$ cat src/rtl/register_read_serializer.sv
// Snapshots a WIDTH-bit register value on request and shifts it out one bit per
// accepted valid/ready beat, followed by a one-cycle completion pulse.
module register_read_serializer #(
    parameter int WIDTH     = 4,
    parameter bit LSB_FIRST = 1'b0
) (
    input  logic             clk,
    input  logic             reset,
    input  logic             rd_req,
    input  logic [WIDTH-1:0] val,
    output logic             rd_busy,
    output logic             sdo,
    output logic             sdo_valid,
    output logic             sdo_last,
    input  logic             sdo_ready,
    output logic             rd_done
);

    localparam int CW = $clog2(WIDTH);
    localparam logic [CW-1:0] LAST_COUNT = CW'(WIDTH - 1);

    typedef enum logic [1:0] {
        IDLE  = 2'd0,
        SHIFT = 2'd1,
        DONE  = 2'd2
    } state_t;

    state_t          state_reg, state_next;
    logic [WIDTH-1:0] shadow_reg, shadow_next;
    logic [CW-1:0]    count_reg, count_next;
    logic [WIDTH-1:0] ordered;

    // Reorder the snapshot once so the beat counter always indexes from bit 0.
    generate
        for (genvar gi = 0; gi < WIDTH; gi++) begin : g_order
            if (LSB_FIRST) begin : g_lsb
                assign ordered[gi] = shadow_reg[gi];
            end else begin : g_msb
                assign ordered[gi] = shadow_reg[WIDTH-1-gi];
            end
        end
    endgenerate

    always_ff @(posedge clk or negedge reset) begin
        if (!reset) begin
            state_reg  <= IDLE;
            shadow_reg <= '0;
            count_reg  <= '0;
        end else begin
            state_reg  <= state_next;
            shadow_reg <= shadow_next;
            count_reg  <= count_next;
        end
    end

    always_comb begin
        state_next  = state_reg;
        shadow_next = shadow_reg;
        count_next  = count_reg;
        rd_busy     = 1'b0;
        sdo         = 1'b0;
        sdo_valid   = 1'b0;
        sdo_last    = 1'b0;
        rd_done     = 1'b0;

        case (state_reg)
            IDLE: begin
                if (rd_req) begin
                    shadow_next = val;
                    count_next  = '0;
                    state_next  = SHIFT;
                end
            end
            SHIFT: begin
                rd_busy   = 1'b1;
                sdo_valid = 1'b1;
                sdo       = ordered[count_reg];
                sdo_last  = (count_reg == LAST_COUNT);
                // Backpressure simply freezes the beat; there is no timeout.
                if (sdo_ready) begin
                    if (count_reg == LAST_COUNT) begin
                        state_next = DONE;
                    end else begin
                        count_next = count_reg + CW'(1);
                    end
                end
            end
            DONE: begin
                rd_busy    = 1'b1;
                rd_done    = 1'b1;
                state_next = IDLE;
            end
            default: begin
                state_next = IDLE;
            end
        endcase
    end

endmodule

$ cat config.mk
export PLATFORM = sky130hd
export DESIGN_NAME = register_read_serializer
export DESIGN_NICKNAME = d
export VERILOG_FILES = /design/src/rtl/register_read_serializer.sv
export SDC_FILE = /design/constraint.sdc
export NUM_CORES = 1
export LEC_CHECK = 0
export BUFFER_PORTS_ARGS = -buffer_cell sky130_fd_sc_hd__buf_2
export CAP_MARGIN = 20
export CORE_AREA = 4 4 41 43
export DETAILED_ROUTE_END_ITERATION = 10
export DIE_AREA = 0 0 45 47
export PLACE_DENSITY = 0.57
export SLEW_MARGIN = 5
export SYNTH_ARGS = -nofsm -noshare
export SYNTH_HDL_FRONTEND = slang
export SYNTH_SLANG_ARGS = --single-unit
$ cat constraint.sdc
create_clock -name clk -period 2.5 [get_ports clk]
set_input_delay 0 -clock clk [delete_from_list [all_inputs] [get_ports clk]]
set_output_delay 0 -clock clk [all_outputs]
set_load 0.05 [all_outputs]
## After elaboration in Yosys (flattened, before gate mapping)

Cells that the tools add are included.

| word-level totals | value |
|---|---|
| bits in registers | 8 |
| bits of input ports | 8 |
| output and inout bits | 5 |

| cells by class | value |
|---|---|
| add/sub/neg operators | 1 |
| order comparisons | 1 |
| equality and inequality tests | 7 |
| muxes and demuxes | 15 |
| reductions and logical operators | 6 |

Operator list:

| cell | number |
|---|---|
| 2-bit 2-to-1 mux | 6 |
| 2-bit inequality test (second input constant) | 4 |
| 2-bit one-hot mux with 2 select lines | 2 |
| 1-bit 2-to-1 mux | 6 |
| 2-bit equality test (second input constant) | 2 |
| 4-bit AND reduction | 1 |
| 2-bit by 3-bit less-than comparator with 1-bit output (second input constant) | 1 |
| 3-bit AND reduction | 1 |
| 2-bit by 1-bit adder with 2-bit output (second input constant) | 1 |
| 1-bit binary-select mux with 2-bit select | 1 |
| 2-bit by 1-bit equality test with 1-bit output (second input constant) | 1 |
| 2-bit zero test | 1 |
| 2-bit AND reduction | 1 |
| 2-bit nonzero test | 1 |
| 2-bit OR reduction | 1 |

## Depth between registers and ports, before layout

Gate-level depths: netlist of run 1.

| logic depth | value |
|---|---|
| depth in word-level cells | 4 |
| mapped depth | 5 |

## Least setup slack after synthesis of run 1

No wires, ideal clock.

| timing | value |
|---|---|
| path kind | reg-to-reg |
| start point | reg state_reg[0] |
| end point | reg count_reg[0] |
| setup time | 0.128 ns |
| data arrival time | 1.651 ns |
| required time | 2.372 ns |
| setup slack | 0.721 ns |
| stages on the path, launching flop included | 5 |
| period minus slack after synthesis | 1.779 ns |
| cells stage by stage | dfrtp_1 > ha_1 > nor2b_4 > nor4_4 > mux2_1 |

| on the way | value |
|---|---|
| cells in the longest elaborated chain, start to end | 3 |
| elaborated cells between the ends (all ways) | 8 |

Ends and longest elaborated chain:

| what | line | text |
|---|---|---|
| from (decl) | 28 | `state_t state_reg, state_next;` |
| from (signal assigned) | 50 | `state_reg <= state_next;` |
| 2-bit by 1-bit equality test with 1-bit output or 2-bit zero test (tied branches) | 66 | `case (state_reg)` |
| 2-bit inequality test (no source line) or 2-bit nonzero test (tied branches) | - |  |
| 4-bit AND reduction (no source line) | - |  |
| to (signal assigned) | 52 | `count_reg <= count_next;` |
| to (decl) | 30 | `logic [CW-1:0] count_reg, count_next;` |

Parallel ways exist; a longest one is shown, timed or not.
A chain may end at the register's enable or synchronous reset.

## Final worst setup path of run 1

Same ends and word-level chain as after synthesis.

==> results by group, run 1 <==
Synthesis
  • Syn nets: 52
  • Total number of yosys warnings: 0
  • Adder-cell share of the synthesized area: 12.9%
  • FF+latch count, synth: 8
  • Simple-Gate Fraction of Synth Area: 18.3%
  • Syn Std Cell Area: 484 sq um
  • Multiplexer area fraction after synthesis: 18.3%
  • Synth Area in Compound Gates: 6.72%
  • Sequential fraction of the synthesis area: 41.3%
  • Largest family of logic cells by synthesized area: simple AND/OR/NAND/NOR gates
  • Xor and xnor fraction of the mapped netlist area: 0%
  • Synth Area per Inst: 12.4 sq um
  • Post-Syn Instances: 39
  • Netlist cell types: 17

Clock tree
  • Clock latency on the worst-skew pair: 250 ps
  • Post-CTS Setup Repair Bufs: 0
  • Maximum clock path buffer count: 2
  • Root buf cell: clkbuf_4
  • Clock sink count: 8
  • Hold-fix buffer count after cts: 5
  • H-tree depth: 1
  • CTS Buf Count: 3
  • Clk pin slew, worst setup/hold paths: 60 ps
  • CTS tree: yes
  • CTS resizes: 0

Setup path
  • R2R cell count: 5
  • Cells along the critical path: inv_1 -> ha_1 -> nor2b_4 -> nor4_4 -> mux2_1
  • WP data required: 2640 ps
  • CP startpoint kind: flip-flop
  • Crit path capture type: flip-flop
  • Flop-to-flop setup slack: 880 ps
  • Capturing point of the worst reg2reg path: count_reg[0]
  • Crit Path Max Fanout: 4
  • Reg-to-reg critical path startpoint: state_reg[0]
  • Critical Path Max Stage Delay: 370 ps
  • CP arrival: 1750 ps
  • CP Class: flip-flop to flip-flop
  • CP max stage cell: dfrtp_1

Final layout
  • Fin nets: 74
  • Most frequent cells in the layout: buf_2, dfrtp_1, ha_1, dlygate4sd3_1, mux2_2
  • Largest register FFs: 4
  • Fill cells: 134
  • Area delta synth->final: 31.3%
  • Most common cell after layout, fill and taps aside: buf_2
  • Post-route cell area: 636 sq um
  • Ratio of cells with drive above 1 in the final layout: 40.7%
  • Antenna Diode Count: 0

Timing
  • Setup TNS: 0 ps
  • Fin Hold WS: 112 ps
  • Post-layout minimum cycle time: 1620 ps
  • Final WS setup: 883 ps
  • Worst Skew: 9.56 ps
  • Final setup vio count: 0
  • Hold Vio Cnt, Final: 0
  • Max Slew Vio Count: 0
  • Unrepaired setup endpoints after global routing: no
  • Fin crit share: 64.7%
  • Slew HR: 83.0%
  • Worst slew pin tran: 253 ps
  • Max Fclk: 619 MHz

Die
  • Row cnt: 13
  • Initial core utilization: 37.2%
  • Core ar.: 1300 sq um
  • Top Ports: 13
  • Die height: 47 um
  • Die Footprint: 2120 sq um
  • Width of the die: 45 um

Job
  • Max cap viols: 0

GRT
  • Number of antenna violations at the first check in global routing: 0
  • Tot GR Track Use: 11.0%
  • Largest net degree at the start of global routing: 9
  • GRT overflow: 0
  • First-pass GRT wire length: 1.62 mm
  • Vias in the first global route: 387

Drt
  • Final wirelength: 873 um
  • Final ANT Viol Nets: 0
  • DR DRC count: 0
  • Vias per cell: 4.58
  • Routed vias: 339
  • Avg WL per Cell: 11.8 um
  • 1st-iter DRT viols: 2
  • First-pass DRT Iterations: 2

Status
  • Outcome: finished, final reports clean

Power and ir drop
  • P_leak: 0.312 nW
  • Total design power: 0.000760 W
  • Pwr dens: 1200 nW/um^2
  • Peak supply drop: 592 uV

Placed design
  • IO Port Bufs: 12
  • Routability cong.: 0.715
  • DP Wirelength: 684 um
  • Placed Area: 563 sq um
  • Post-Place Setup Slack: 852 ps

Worst hold path
  • HP Class: input pin to async pin
-- power by group --
| group | total (W) | switching (W) | leakage, nW | internal, W |
|---|---|---|---|---|
| combinational | 0.000439 | 0.000252 | 0.199 | 0.000187 |
| sequential | 0.000225 | 0.0000381 | 0.0986 | 0.000187 |
| clock | 0.0000962 | 0.0000414 | 0.0138 | 0.0000548 |
| total | 0.000760 | 0.000331 | 0.312 | 0.000428 |
-- metal layers --
| metal | GRT usage (%) | wire length (um) |
|---|---|---|
| met1 | 14.1 | 401 |
| met2 | 16.7 | 408 |
| met3 | 6.13 | 63 |
| met4 | 1.75 | 0 |
| met5 | 0 | 0 |
-- synthesized netlist by cell type, drive strengths merged --
| cell | count | area [sq um] |
|---|---|---|
| mux2i | 1 | 10.0 |
| a21bo | 1 | 10.0 |
| nor4 | 1 | 21.3 |
| o21ai | 1 | 5.00 |
| inv | 3 | 11.3 |
| nor2 | 1 | 3.75 |
| nor2b | 3 | 33.8 |
| nand2 | 3 | 11.3 |
| and2 | 3 | 18.8 |
| dfrtp | 8 | 200 |
| ha | 5 | 62.6 |
| a21oi | 2 | 10.0 |
| mux4 | 1 | 22.5 |
| mux2 | 5 | 56.3 |
| o21a | 1 | 7.51 |
-- kinds of logic after synthesis --
| group | count (synthesis) |
|---|---|
| multiplexers | 7 |
| AND/OR/NAND/NOR | 11 |
| AO/OA/AOI/OAI | 5 |
| flip-flops | 8 |
| buffers and inverters | 3 |
| adder cells (fa/ha/maj) | 5 |
-- critical path: cells and delay by family (launching register included) --
kind	cells	cell delay, ps
flip-flops	1	370
AND/OR/NAND/NOR	2	460
multiplexers	1	350
adder cells (fa/ha/maj)	1	240
buffers and inverters	1	90
-- how the worst max path moves through the flow --
stage	from	end	slack (ps)	cells past startpoint
after floorplan	state_reg[0]	count_reg[0]	720	4
after global placement	state_reg[1]	count_reg[0]	870	5
after detailed placement	state_reg[1]	count_reg[0]	850	5
after CTS	state_reg[1]	count_reg[0]	860	5
after global routing	state_reg[1]	count_reg[0]	750	5
final	state_reg[0]	count_reg[0]	880	5
-- cell type report --
| type | instances | area, sq um | area share, % |
|---|---|---|---|
| clock buffer | 3 | 22.5 | 3.54 |
| inverter | 3 | 11.3 | 1.77 |
| multi-input combinational | 28 | 273 | 42.9 |
| sequential | 8 | 200 | 31.5 |
| tap | 15 | 18.8 | 2.95 |
| timing repair buffer | 17 | 110 | 17.3 |
-- through the flow --
| step | util (%) | instances |
|---|---|---|
| floorplan | - | 39 |
| global placement | 43.3 | 66 |
| detailed placement | 43.3 | 66 |
| CTS | 48.8 | 74 |
| global route | 48.8 | 74 |
| finish | 48.8 | 74 |
Power figures use the tool's default switching activity.
==> run 2: changes to the inputs <==
clock period = 1.6 ns   (was 2.5 ns; I/O delays follow)
==> run 2 against run 1 <==
Clock power is 52% higher. Via count is 11% higher. Non-clock buffer count is 7 higher. Critical path depth is 1 lower. Worst hold slack better by 4.9 ps. Power is 85% higher. Design area is 15% higher. Sequential share of layout area is 4.1 points lower. Die area stayed put. Sequential power is 53% higher. Global-route usage is 0.26 points lower. Combinational power is 110% higher. Critical endpoint is now sdo. Highest routed layer unchanged.
==> results by group, run 2 (synthesized netlist as in run 1, its figures left out) <==
Drt
  • Final ANT Viol Nets: 0
  • Vias per cell: 4.63
  • Routed vias: 375
  • First-pass DRT Iterations: 2
  • Avg WL per Cell: 11.2 um
  • Final wirelength: 906 um
  • DR DRC count: 0
  • 1st-iter DRT viols: 3

Die
  • Die Footprint: 2120 sq um
  • Initial core utilization: 37.2%
  • Width of the die: 45 um
  • Core ar.: 1300 sq um
  • Die height: 47 um
  • Row cnt: 13
  • Top Ports: 13

Power and ir drop
  • Pwr dens: 1920 nW/um^2
  • Sw frac: 40.4%
  • Logic pwr share: 65.1%
  • P_leak: 0.351 nW
  • Internal: 0.000839 W
  • Clock share of power: 10.4%
  • Total design power: 0.00141 W
  • Part of the power in registers: 24.5%
  • Switching pwr: 0.000569 W
  • Peak supply drop: 1050 uV

Setup path
  • Crit Path Max Fanout: 3
  • Crit-path most repeated cell: buf_6
  • Worst path bufs/invs: 2
  • CP arrival: 1520 ps
  • Cells along the critical path: buf_6 -> mux4_2 -> and2_1 -> buf_6
  • CP max stage cell: mux4_2
  • Critical Path Max Stage Delay: 470 ps
  • Delay-heaviest family, CP: multiplexers
  • Crit path capture type: primary output
  • WP data required: 1600 ps
  • CP startpoint kind: flip-flop
  • CP Class: flip-flop to primary output

Timing
  • Max Fclk: 657 MHz
  • Unrepaired setup endpoints after global routing: yes
  • Final WS setup: 77.7 ps
  • Post-layout minimum cycle time: 1520 ps
  • Worst Skew: 3.28 ps
  • Final setup vio count: 0
  • Fin crit share: 95.1%
  • Hold Vio Cnt, Final: 0
  • Setup TNS: 0 ps
  • Slew HR: 83.3%
  • Worst slew pin tran: 249 ps
  • Max Slew Vio Count: 0

Final layout
  • Multi-input gate area: 307 sq um
  • Sequential cell area: 200 sq um
  • Area delta synth->final: 51.2%
  • Antenna Diode Count: 0
  • Most frequent cells in the layout: buf_2, dfrtp_1, buf_4, dlygate4sd3_1, mux2_2
  • Finished Core Util: 56.3%
  • Post-route cell area: 732 sq um
  • Most common cell after layout, fill and taps aside: buf_2
  • Largest register FFs: 4
  • Ratio of cells with drive above 1 in the final layout: 57.6%
  • Fill cells: 123
  • Fin nets: 81

Placed design
  • IO Port Bufs: 12
  • Post-Place Setup Slack: 14.7 ps
  • Routability cong.: 0.685
  • DP Wirelength: 745 um
  • Placed Area: 613 sq um

Clock tree
  • H-tree depth: 1
  • Root buf cell: clkbuf_4
  • Clock latency on the worst-skew pair: 250 ps
  • Clk pin slew, worst setup/hold paths: 50 ps
  • Clock sink count: 8
  • Maximum clock path buffer count: 2
  • CTS Buf Count: 3
  • CTS tree: yes

GRT
  • GRT overflow: 0
  • Largest net degree at the start of global routing: 9
  • Tot GR Track Use: 10.8%
  • First-pass GRT wire length: 1.61 mm
  • Met3 Usage GRT: 5.75%
  • Vias in the first global route: 401
  • GRT busiest layer: met2
  • GR Layer Usage met1: 12.2%
  • GRT met2 Usage: 17.5%
  • Number of antenna violations at the first check in global routing: 0

Worst hold path
  • HP Class: input pin to async pin

Job
  • Max cap viols: 0

Status
  • Outcome: finished, final reports clean
==> run 2: power by group through the flow <==
stage | Sequential [W] | Combinational (W) | Clock (W)
floorplan | 0.000342 | 0.000614 | 0
global placement | 0.000349 | 0.000805 | 0
detailed placement | 0.000353 | 0.000808 | 0
CTS | 0.000349 | 0.000820 | 0.000156
global route | 0.000355 | 0.00100 | 0.000170
finish | 0.000345 | 0.000916 | 0.000146
==> run 2: worst paths after layout <==
check	startpoint	endpoint	slack, ps	cells after the start
worst max-delay path	count_reg[0]	sdo	80	4
worst min-delay path	reset	count_reg[1]	120	2
worst max register to register	count_reg[1]	count_reg[0]	90	4
worst min register to register	shadow_reg[1]	shadow_reg[1]	500	1
max in group asynchronous	reset	state_reg[0]	1320	2
min in group clk	rd_req	state_reg[1]	140	3
==> run 2: per-stage QoR <==
stage	hold slack, ps	instances
floorplan	-296	39
global placement	-147	71
detailed placement	-148	71
CTS	114	79
global route	120	81
finish	117	81
==> run 2: per-layer routing <==
metal / wire length, um / part of all wire (%) / vias up
met3: 42 / 4.6 / 0
met1: 388 / 43 / 180
li1: - / - / 188
met2: 475 / 52 / 7
met5: 0 / 0 / -
met4: 0 / 0 / 0
==> run 2: layout make-up <==
cell class	count	area share, %
Inverter	3	1.54
Tap cell	15	2.56
Timing Repair Buffer	24	23.6
Sequential cell	8	27.4
Multi-Input combinational cell	28	41.9
Clock buffer	3	3.08
==> run 2: timing repair <==
| item | in CTS | in global routing |
|---|---|---|
| setup buffers | 0 | 3 |
| hold buffers | 5 | 0 |
| gates resized for setup | 0 | 11 |
| hold endpoints to repair | 12 | 0 |
| endpoints found under the setup margin | 0 | 3 |
